`config.mk`:
```
export PLATFORM = sky130hd
export DESIGN_NAME = uart_rx_buffer
export DESIGN_NICKNAME = d
export VERILOG_FILES = /design/src/rtl/uart_pkg.sv /design/src/rtl/uart_rx_fifo.sv /design/src/rtl/uart_rx_buffer.sv
export SDC_FILE = /design/constraint.sdc
export NUM_CORES = 1
export LEC_CHECK = 0
export ABC_CLOCK_PERIOD_IN_PS = 2800
export BUFFER_PORTS_ARGS = -buffer_cell sky130_fd_sc_hd__buf_2
export CAP_MARGIN = 40
export CORE_UTILIZATION = 53
export CTS_BUF_LIST = sky130_fd_sc_hd__clkbuf_4 sky130_fd_sc_hd__clkbuf_8 sky130_fd_sc_hd__clkbuf_16
export CTS_CLUSTER_DIAMETER = 80
export DETAILED_ROUTE_END_ITERATION = 10
export GPL_TIMING_DRIVEN = 1
export HOLD_SLACK_MARGIN = 0.02
export PLACE_DENSITY = 0.76
export SYNTH_ARGS = -nofsm -noshare
export SYNTH_HDL_FRONTEND = slang
export SYNTH_SLANG_ARGS = --single-unit
```
`constraint.sdc`:
```
create_clock -name Clk -period 2.8 [get_ports Clk]
set_input_delay 0.14 -clock Clk [delete_from_list [all_inputs] [get_ports Clk]]
set_output_delay 0.14 -clock Clk [all_outputs]
set_load 0.1 [all_outputs]
```
`src/rtl/uart_pkg.sv`:
```
// Shared definitions for the UART receive buffer: frame/data widths,
// the stored entry layout and the odd-parity check helper.
package uart_pkg;

    localparam int UART_DATA_W  = 8;
    localparam int UART_FRAME_W = 9;

    // One stored entry: parity-error flag above the received data byte.
    typedef struct packed {
        logic                   parity_err;
        logic [UART_DATA_W-1:0] data;
    } rx_entry_t;

    // Odd parity: the nine frame bits must XOR to 1, anything else is an error.
    function automatic logic frame_parity_err(input logic [UART_FRAME_W-1:0] frame);
        return ~^frame;
    endfunction

endpackage

```
`src/rtl/uart_rx_fifo.sv`:
```
// First-word-fall-through FIFO of rx_entry_t.
// Pointers carry one extra wrap bit so full and empty are told apart by
// comparing the MSB and the index bits; occupancy is the pointer difference.
// A push is accepted when full only if a pop happens in the same cycle.
// The head entry is read combinationally and masked to zero while empty.
module uart_rx_fifo
    import uart_pkg::*;
#(
    parameter int DEPTH = 8
) (
    input  logic                     Clk,
    input  logic                     Rst,
    input  logic                     wr_en,
    input  rx_entry_t                wr_entry,
    input  logic                     rd_en,
    output rx_entry_t                rd_entry,
    output logic                     rd_valid,
    output logic                     full,
    output logic [$clog2(DEPTH):0]   count,
    output logic                     push,
    output logic                     pop
);

    localparam int AW = $clog2(DEPTH);

    rx_entry_t       mem [DEPTH];
    logic [AW:0]     wr_ptr_reg;
    logic [AW:0]     rd_ptr_reg;
    logic [AW:0]     wr_ptr_next;
    logic [AW:0]     rd_ptr_next;
    logic [AW-1:0]   wr_idx;
    logic [AW-1:0]   rd_idx;
    logic            empty;

    assign wr_idx = wr_ptr_reg[AW-1:0];
    assign rd_idx = rd_ptr_reg[AW-1:0];

    // Flag decode from the wrap bit and the index bits.
    assign empty = (wr_ptr_reg == rd_ptr_reg);
    assign full  = (wr_ptr_reg[AW] != rd_ptr_reg[AW]) && (wr_idx == rd_idx);
    assign count = wr_ptr_reg - rd_ptr_reg;

    assign rd_valid = !empty;
    assign pop      = rd_en && !empty;
    assign push     = wr_en && (!full || pop);

    // Head entry with no added latency; zero when nothing is stored.
    assign rd_entry = empty ? '0 : mem[rd_idx];

    // Pointer advance for accepted pushes and pops.
    always_comb begin
        wr_ptr_next = wr_ptr_reg;
        rd_ptr_next = rd_ptr_reg;
        if (push) begin
            wr_ptr_next = wr_ptr_reg + 1'b1;
        end
        if (pop) begin
            rd_ptr_next = rd_ptr_reg + 1'b1;
        end
    end

    // Pointer registers; reset discards every stored entry.
    always_ff @(posedge Clk or posedge Rst) begin
        if (Rst) begin
            wr_ptr_reg <= '0;
            rd_ptr_reg <= '0;
        end else begin
            wr_ptr_reg <= wr_ptr_next;
            rd_ptr_reg <= rd_ptr_next;
        end
    end

    // Storage write; contents are never reset, the empty mask hides stale data.
    always_ff @(posedge Clk) begin
        if (push) begin
            mem[wr_idx] <= wr_entry;
        end
    end

endmodule

```
`src/rtl/uart_rx_buffer.sv`:
```
// Receive buffer behind a UART receiver: checks odd parity on each frame,
// queues {parity_err, data} in a FWFT FIFO, and keeps a sticky overflow
// flag plus saturating dropped-frame and parity-error counters.
// ClrCnt wins over any same-cycle increment or overflow set.
module uart_rx_buffer
    import uart_pkg::*;
#(
    parameter int DEPTH = 8,
    parameter int CNT_W = 8
) (
    input  logic                        Clk,
    input  logic                        Rst,
    input  logic [UART_FRAME_W-1:0]     RxFrame,
    input  logic                        RxFrameValid,
    output logic [UART_DATA_W-1:0]      RdData,
    output logic                        RdParityErr,
    output logic                        RdValid,
    input  logic                        RdReady,
    output logic [$clog2(DEPTH):0]      Count,
    output logic                        Full,
    output logic                        Overflow,
    output logic [CNT_W-1:0]            OverflowCnt,
    output logic [CNT_W-1:0]            ParityErrCnt,
    input  logic                        ClrCnt
);

    localparam logic [CNT_W-1:0] CNT_MAX = {CNT_W{1'b1}};

    rx_entry_t          wr_entry;
    rx_entry_t          rd_entry;
    logic               push;
    logic               pop;
    logic               drop;
    logic               overflow_reg;
    logic               overflow_next;
    logic [CNT_W-1:0]   overflow_cnt_reg;
    logic [CNT_W-1:0]   overflow_cnt_next;
    logic [CNT_W-1:0]   parity_cnt_reg;
    logic [CNT_W-1:0]   parity_cnt_next;

    assign wr_entry.parity_err = frame_parity_err(RxFrame);
    assign wr_entry.data       = RxFrame[UART_DATA_W-1:0];

    uart_rx_fifo #(
        .DEPTH (DEPTH)
    ) u_fifo (
        .Clk      (Clk),
        .Rst      (Rst),
        .wr_en    (RxFrameValid),
        .wr_entry (wr_entry),
        .rd_en    (RdReady),
        .rd_entry (rd_entry),
        .rd_valid (RdValid),
        .full     (Full),
        .count    (Count),
        .push     (push),
        .pop      (pop)
    );

    // A frame is dropped only when it was offered but the FIFO refused it.
    assign drop = RxFrameValid && !push;

    assign RdData      = rd_entry.data;
    assign RdParityErr = rd_entry.parity_err;

    assign Overflow     = overflow_reg;
    assign OverflowCnt  = overflow_cnt_reg;
    assign ParityErrCnt = parity_cnt_reg;

    // Next state of the sticky flag and the saturating counters.
    always_comb begin
        overflow_next     = overflow_reg;
        overflow_cnt_next = overflow_cnt_reg;
        parity_cnt_next   = parity_cnt_reg;
        if (ClrCnt) begin
            overflow_next     = 1'b0;
            overflow_cnt_next = '0;
            parity_cnt_next   = '0;
        end else begin
            if (drop) begin
                overflow_next = 1'b1;
                if (overflow_cnt_reg != CNT_MAX) begin
                    overflow_cnt_next = overflow_cnt_reg + 1'b1;
                end
            end
            if (push && wr_entry.parity_err && (parity_cnt_reg != CNT_MAX)) begin
                parity_cnt_next = parity_cnt_reg + 1'b1;
            end
        end
    end

    // Error status registers.
    always_ff @(posedge Clk or posedge Rst) begin
        if (Rst) begin
            overflow_reg     <= 1'b0;
            overflow_cnt_reg <= '0;
            parity_cnt_reg   <= '0;
        end else begin
            overflow_reg     <= overflow_next;
            overflow_cnt_reg <= overflow_cnt_next;
            parity_cnt_reg   <= parity_cnt_next;
        end
    end

endmodule

```
Yosys cells after proc, flatten, opt, wreduce, memory -nomap -nowiden
Memories as Yosys holds them, arrays and structs flattened.
Index checks and enable logic that the tools add are counted.
{"block": "word_totals", "inputBits": 14, "output_inout_bits": 32, "ff_bits": 25, "wordCells": 41, "mem_count": 1, "mem_bits_rw": 72}
{"block": "classes", "eq_ne": 5, "addsub": 5, "reduce_logical": 15, "mux": 10}
{"memory": "u_fifo.mem", "depth": 8, "word_bits": 9, "rd": 1, "rd_ports_with_merged_regs": 0, "wr": 1, "line_no": "uart_rx_fifo.sv:26", "text": "rx_entry_t mem [DEPTH];"}
{"cell": "8-bit 2-to-1 mux", "count": 5}
{"cell": "8-bit by 1-bit adder with 8-bit output, second input constant", "count": 2}
{"cell": "8-bit inequality test, second input constant", "count": 2}
{"cell": "9-bit 2-to-1 mux", "count": 1}
{"cell": "9-bit XNOR reduction", "count": 1}
{"cell": "4-bit by 1-bit adder with 4-bit output, second input constant", "count": 2}
{"cell": "1-bit logical AND", "count": 6}
{"cell": "2-bit nonzero test", "count": 3}
{"cell": "4-bit equality test", "count": 1}
{"cell": "1-bit 2-to-1 mux", "count": 4}
{"cell": "4-bit subtractor", "count": 1}
{"cell": "3-bit equality test", "count": 1}
{"cell": "1-bit zero test", "count": 3}
{"cell": "2-bit AND reduction", "count": 1}
{"cell": "1-bit logical OR", "count": 1}
{"cell": "1-bit inequality test", "count": 1}

Depth between registers and ports, before layout
{"block": "logic_depth", "ltp_word": 9, "ltp_mapped": 9, "ltp_nobuf": 8}

Cells and area by module
From an unflattened synthesis, not the netlist that was laid out.
{"block": "unflattened", "cells_unflattened": 280, "area_unflattened_um2": 4285.4}
{"mod": "uart_rx_fifo", "area_per_inst_um2": 3331.9, "seq_area_each_um2": 2362.3, "n_inst": 1, "cells_each": 184}
{"mod": "uart_rx_buffer", "area_per_inst_um2": 953.4, "seq_area_each_um2": 425.4, "n_inst": 1, "cells_each": 96}

Worst setup path before layout
No wires, ideal clock.
{"block": "synth_path", "kind": "register to output", "start": "reg u_fifo.rd_ptr_reg[1]", "end": "out RdData[0]", "path_stages_with_launch": 7, "slack_ps": -255, "n_path_buf": 1, "required_ps": 2660, "arrival_ps": 2915, "path_cell_list": "dfrtp_1 clkbuf_1 inv_1 ha_1 nand3_1 nor2_1 a21oi_1"}
{"block": "synth_between", "elab_chain_len": 2, "word_cells_on_any_way": 3, "classes_between": "eq/ne: 1; mux: 1; memory: 1"}
{"element": "start: declaration", "line_no": "uart_rx_fifo.sv:28", "text": "logic [AW:0] rd_ptr_reg;"}
{"element": "start signal: assignment", "line_no": "uart_rx_fifo.sv:69", "text": "rd_ptr_reg <= rd_ptr_next;"}
{"element": "memory 8 x 9 bit or 4-bit equality test (tied branches)"}
{"element": "9-bit 2-to-1 mux (*)", "line_no": "uart_rx_fifo.sv:48", "text": "assign rd_entry = empty ? '0 : mem[rd_idx];"}
{"element": "end: declaration", "line_no": "uart_rx_buffer.sv:15", "text": "output logic [UART_DATA_W-1:0] RdData,"}
Mark *: on every way between the ends. The rest lies on a longest branch, timed or not.

Worst setup path in the final report
{"block": "layout_path", "start": "reg u_fifo.wr_ptr_reg[0]", "end": "out RdData[5]"}
{"block": "layout_between", "elab_chain_len": 2}
{"element": "start: declaration", "line_no": "uart_rx_fifo.sv:27", "text": "logic [AW:0] wr_ptr_reg;"}
{"element": "start signal: assignment", "line_no": "uart_rx_fifo.sv:68", "text": "wr_ptr_reg <= wr_ptr_next;"}
{"element": "4-bit equality test", "line_no": "uart_rx_fifo.sv:39", "text": "assign empty = (wr_ptr_reg == rd_ptr_reg);"}
{"element": "9-bit 2-to-1 mux", "line_no": "uart_rx_fifo.sv:48"}
Every way passes these cells.

==> flow_results.xml <==
<?xml version="1.0" encoding="UTF-8"?>
<metrics>
  <group name="status">
    <metric name="outcome" unit="">completed</metric>
  </group>
  <group name="place">
    <metric name="dp_slack" unit="ps">429</metric>
    <metric name="portBuffers" unit="">45</metric>
    <metric name="place.gp.congestion" unit="">0.811</metric>
    <metric name="post-dp-hpwl" unit="mm">5.11</metric>
  </group>
  <group name="synthesis">
    <metric name="synth_seq_area_share" unit="">0.650</metric>
    <metric name="synth_top_family_by_area" unit="">multiplexers</metric>
    <metric name="synthMuxAreaShare" unit="">0.103</metric>
    <metric name="synth_edf_count" unit="">72</metric>
    <metric name="synth-seq-cells" unit="">97</metric>
    <metric name="syn_area" unit="um^2">4290</metric>
    <metric name="synth-xor-area-share" unit="">0.0560</metric>
    <metric name="area_fraction_in_compound_gates_after_synthesis" unit="">0.0455</metric>
    <metric name="async_reset_ff_frac" unit="">0.258</metric>
    <metric name="syn_inst" unit="">282</metric>
    <metric name="yosys_most_used_dff" unit="">edfxtp_1</metric>
    <metric name="syn-mean-instance-area" unit="um^2">15.2</metric>
    <metric name="synth_simple_gate_area_share" unit="">0.0954</metric>
    <metric name="synth.top_cells.by_area" unit="">edfxtp_1 (50%), dfrtp_1 (15%), mux4_2 (9.4%)</metric>
    <metric name="syn-num-nets" unit="">304</metric>
    <metric name="yosys.area.top_type" unit="">edfxtp_1</metric>
    <metric name="yosysUniqueCellTypes" unit="">42</metric>
    <metric name="yosysTopAreaCellShare" unit="">0.504</metric>
    <metric name="synth-adder-area-share" unit="">0.0251</metric>
    <metric name="ys.warnings.count" unit="">0</metric>
  </group>
  <group name="route">
    <metric name="postRouteWirelength" unit="mm">7.92</metric>
    <metric name="detailedRoute.firstPassIterationCount" unit="">4</metric>
    <metric name="number_of_vias_after_detailed_routing" unit="">2471</metric>
    <metric name="route.detailed.drc" unit="">0</metric>
    <metric name="avgRoutedWirePerCell" unit="um">17.6</metric>
    <metric name="vias_per_cell" unit="">5.48</metric>
    <metric name="final_antenna_net_count" unit="">0</metric>
    <metric name="first_iter_violations" unit="">173</metric>
  </group>
  <group name="finish">
    <metric name="number_of_antenna_diodes" unit="">0</metric>
    <metric name="num-nets-final" unit="">366</metric>
    <metric name="areaGrowthSynthToFinish" unit="%">15.2</metric>
    <metric name="largest_register_ff_count" unit="">72</metric>
    <metric name="final_layout_size_suffix_gt1_frac" unit="">0.312</metric>
    <metric name="final_design_utilization" unit="">0.636</metric>
    <metric name="largest_register" unit="">u_fifo.mem</metric>
  </group>
  <group name="sta">
    <metric name="setup_viol" unit="">0</metric>
    <metric name="achievable-frequency" unit="GHz">0.390</metric>
    <metric name="fin_worst_skew" unit="ps">10.7</metric>
    <metric name="final.period_utilization" unit="">0.917</metric>
    <metric name="rsz0062_at_grt" unit="">false</metric>
    <metric name="timing.final.hold_violations" unit="">0</metric>
    <metric name="layout_setup_ws" unit="ps">233</metric>
    <metric name="max_slew.worst_pin.slew" unit="ps">814</metric>
    <metric name="timing.slew.headroom" unit="">0.453</metric>
    <metric name="layout_min_cycle_time" unit="ps">2570</metric>
    <metric name="whs" unit="ps">61.7</metric>
    <metric name="timing_max_transition_violations_final" unit="">0</metric>
  </group>
  <group name="worst_hold_path">
    <metric name="worstHoldPathType" unit="">primary input to register</metric>
  </group>
  <group name="floorplanning">
    <metric name="fp-row-count" unit="">32</metric>
    <metric name="floorplan.die.height" unit="um">92.0</metric>
    <metric name="chipWidth" unit="um">92.0</metric>
    <metric name="floorplan.initialDensity" unit="">0.552</metric>
    <metric name="floorplan.io_pins" unit="">46</metric>
    <metric name="core_area" unit="um^2">7770</metric>
    <metric name="fp.dieArea" unit="um^2">8460</metric>
  </group>
  <group name="cts">
    <metric name="clock_sink_count" unit="">97</metric>
    <metric name="clock_tree.root_cell" unit="">clkbuf_8</metric>
    <metric name="worstSkewPairLatency" unit="ps">360</metric>
    <metric name="clk_pin_slew" unit="ps">100</metric>
    <metric name="maximum_level_of_the_cts_h_tree" unit="">3</metric>
    <metric name="clock_tree_from_tritoncts" unit="">yes</metric>
    <metric name="clockBufferDepth" unit="">2</metric>
    <metric name="cts-buffers-inserted" unit="">9</metric>
  </group>
  <group name="global_routing">
    <metric name="initial_antenna_violation_count" unit="">0</metric>
    <metric name="grt_use_total" unit="">0.205</metric>
    <metric name="via_count_of_the_first_global_routing_pass" unit="">2428</metric>
    <metric name="grt_start_max_net_pins" unit="">23</metric>
    <metric name="first_pass_grt_wire_length" unit="mm">12.8</metric>
    <metric name="global_route.overflow_total" unit="">0</metric>
  </group>
  <group name="setup_path">
    <metric name="startpoint_type" unit="">register</metric>
    <metric name="end_kind" unit="">output port</metric>
    <metric name="criticalPathCategory" unit="">register to output port</metric>
    <metric name="crit_required" unit="ps">2660</metric>
    <metric name="data_arrival_time_at_the_worst_slack_endpoint" unit="ps">2430</metric>
    <metric name="critical_path_peak_fanout" unit="">7</metric>
  </group>
  <group name="run">
    <metric name="total_of_max_cap_violations" unit="">0</metric>
  </group>
</metrics>
## area by class of cell
type                    instances  area, um^2
clock buffers                  10         131
flip-flops and latches         97        2790
fillers                       568        2820
inverters                      14        56.3
clock inverters                 6        51.3
well taps                     102         128
multi-input cells             162        1410
repair buffers                 60         378
## path summary, 6_finish.rpt
kind	from	end	slack (ps)	cells after the start
max	u_fifo.wr_ptr_reg[0]	RdData[5]	230	7
min	RxFrame[7]	u_fifo.mem[1][7]	60	1
max reg2reg	u_fifo.wr_ptr_reg[0]	ParityErrCnt[5]	400	7
min reg2reg	Overflow	Overflow	520	2
max in group asynchronous	Rst	u_fifo.wr_ptr_reg[3]	1980	4
min in group asynchronous	Rst	ParityErrCnt[1]	340	3
## what timing repair did
action | 4_1_cts | 5_1_grt
setup buffers | 0 | 0
gates resized for setup | 0 | 0
endpoints found under the hold margin | 11 | 0
hold buffers | 1 | 0
## layout by cell type (no fill, tap or decap), types with 6 or more instances in the layout
cell type | synthesis | layout
buf_2 | 2 | 43
ha_1 | 7 | 7
buf_4 | 0 | 13
nand2_1 | 27 | 27
inv_1 | 13 | 12
clkbuf_8 | 0 | 9
edfxtp_1 | 72 | 72
nor2_1 | 16 | 15
mux4_2 | 18 | 18
dfrtp_1 | 25 | 25
a21oi_1 | 19 | 19
nand3_1 | 7 | 7
xnor2_1 | 16 | 15
nor3_1 | 6 | 6
## worst max-delay path, cell delays in order (launching register included)
cell	delay, ps
dfrtp_1	490
inv_1	100
ha_1	320
nand3_1	170
nor2_2	410
buf_4	240
a21oi_1	50
buf_2	290
## kinds of logic after synthesis
kind of cell,Yosys count
multiplexers,21
adder cells (fa/ha/maj),8
AO/OA/AOI/OAI,30
flip-flops,97
AND/OR/NAND/NOR,79
buffers and inverters,23
XOR/XNOR,24
## through the flow
step / std cells / area, um^2 / TNS (ps)
3_3_place_gp: 433 / 4740 / 0
6_report: 451 / 4940 / 0
4_1_cts: 451 / 4940 / 0
2_1_floorplan: 282 / 4300 / -2250
5_1_grt: 451 / 4940 / 0
3_5_place_dp: 434 / 4750 / 0
## cell usage after synthesis (2+ instances only)
cell type / n
inv_1: 13
clkbuf_1: 3
nor4b_2: 2
nand2_1: 27
o31ai_1: 5
o21ai_0: 3
buf_1: 2
xor2_1: 5
or4_1: 5
nand4_1: 2
buf_2: 2
mux2_2: 2
a21oi_1: 19
nor3_1: 6
edfxtp_1: 72
xnor2_2: 2
nor2_1: 16
nand3_1: 7
ha_1: 7
mux4_2: 18
nor4_1: 4
xnor2_1: 16
dfrtp_1: 25
## routing by layer
| layer | track usage | wire length (um) | vias to the layer above |
|---|---|---|---|
| met5 | 0 | 0 | - |
| met4 | 0.0586 | 78 | 0 |
| met3 | 0.0431 | 351 | 10 |
| met2 | 0.324 | 3880 | 51 |
| met1 | 0.292 | 3610 | 1229 |
| li1 | - | - | 1181 |
Power is left out: the tool's default activity adds up to more than one toggle a clock period on the data nets, which glitch-free logic cannot reach.
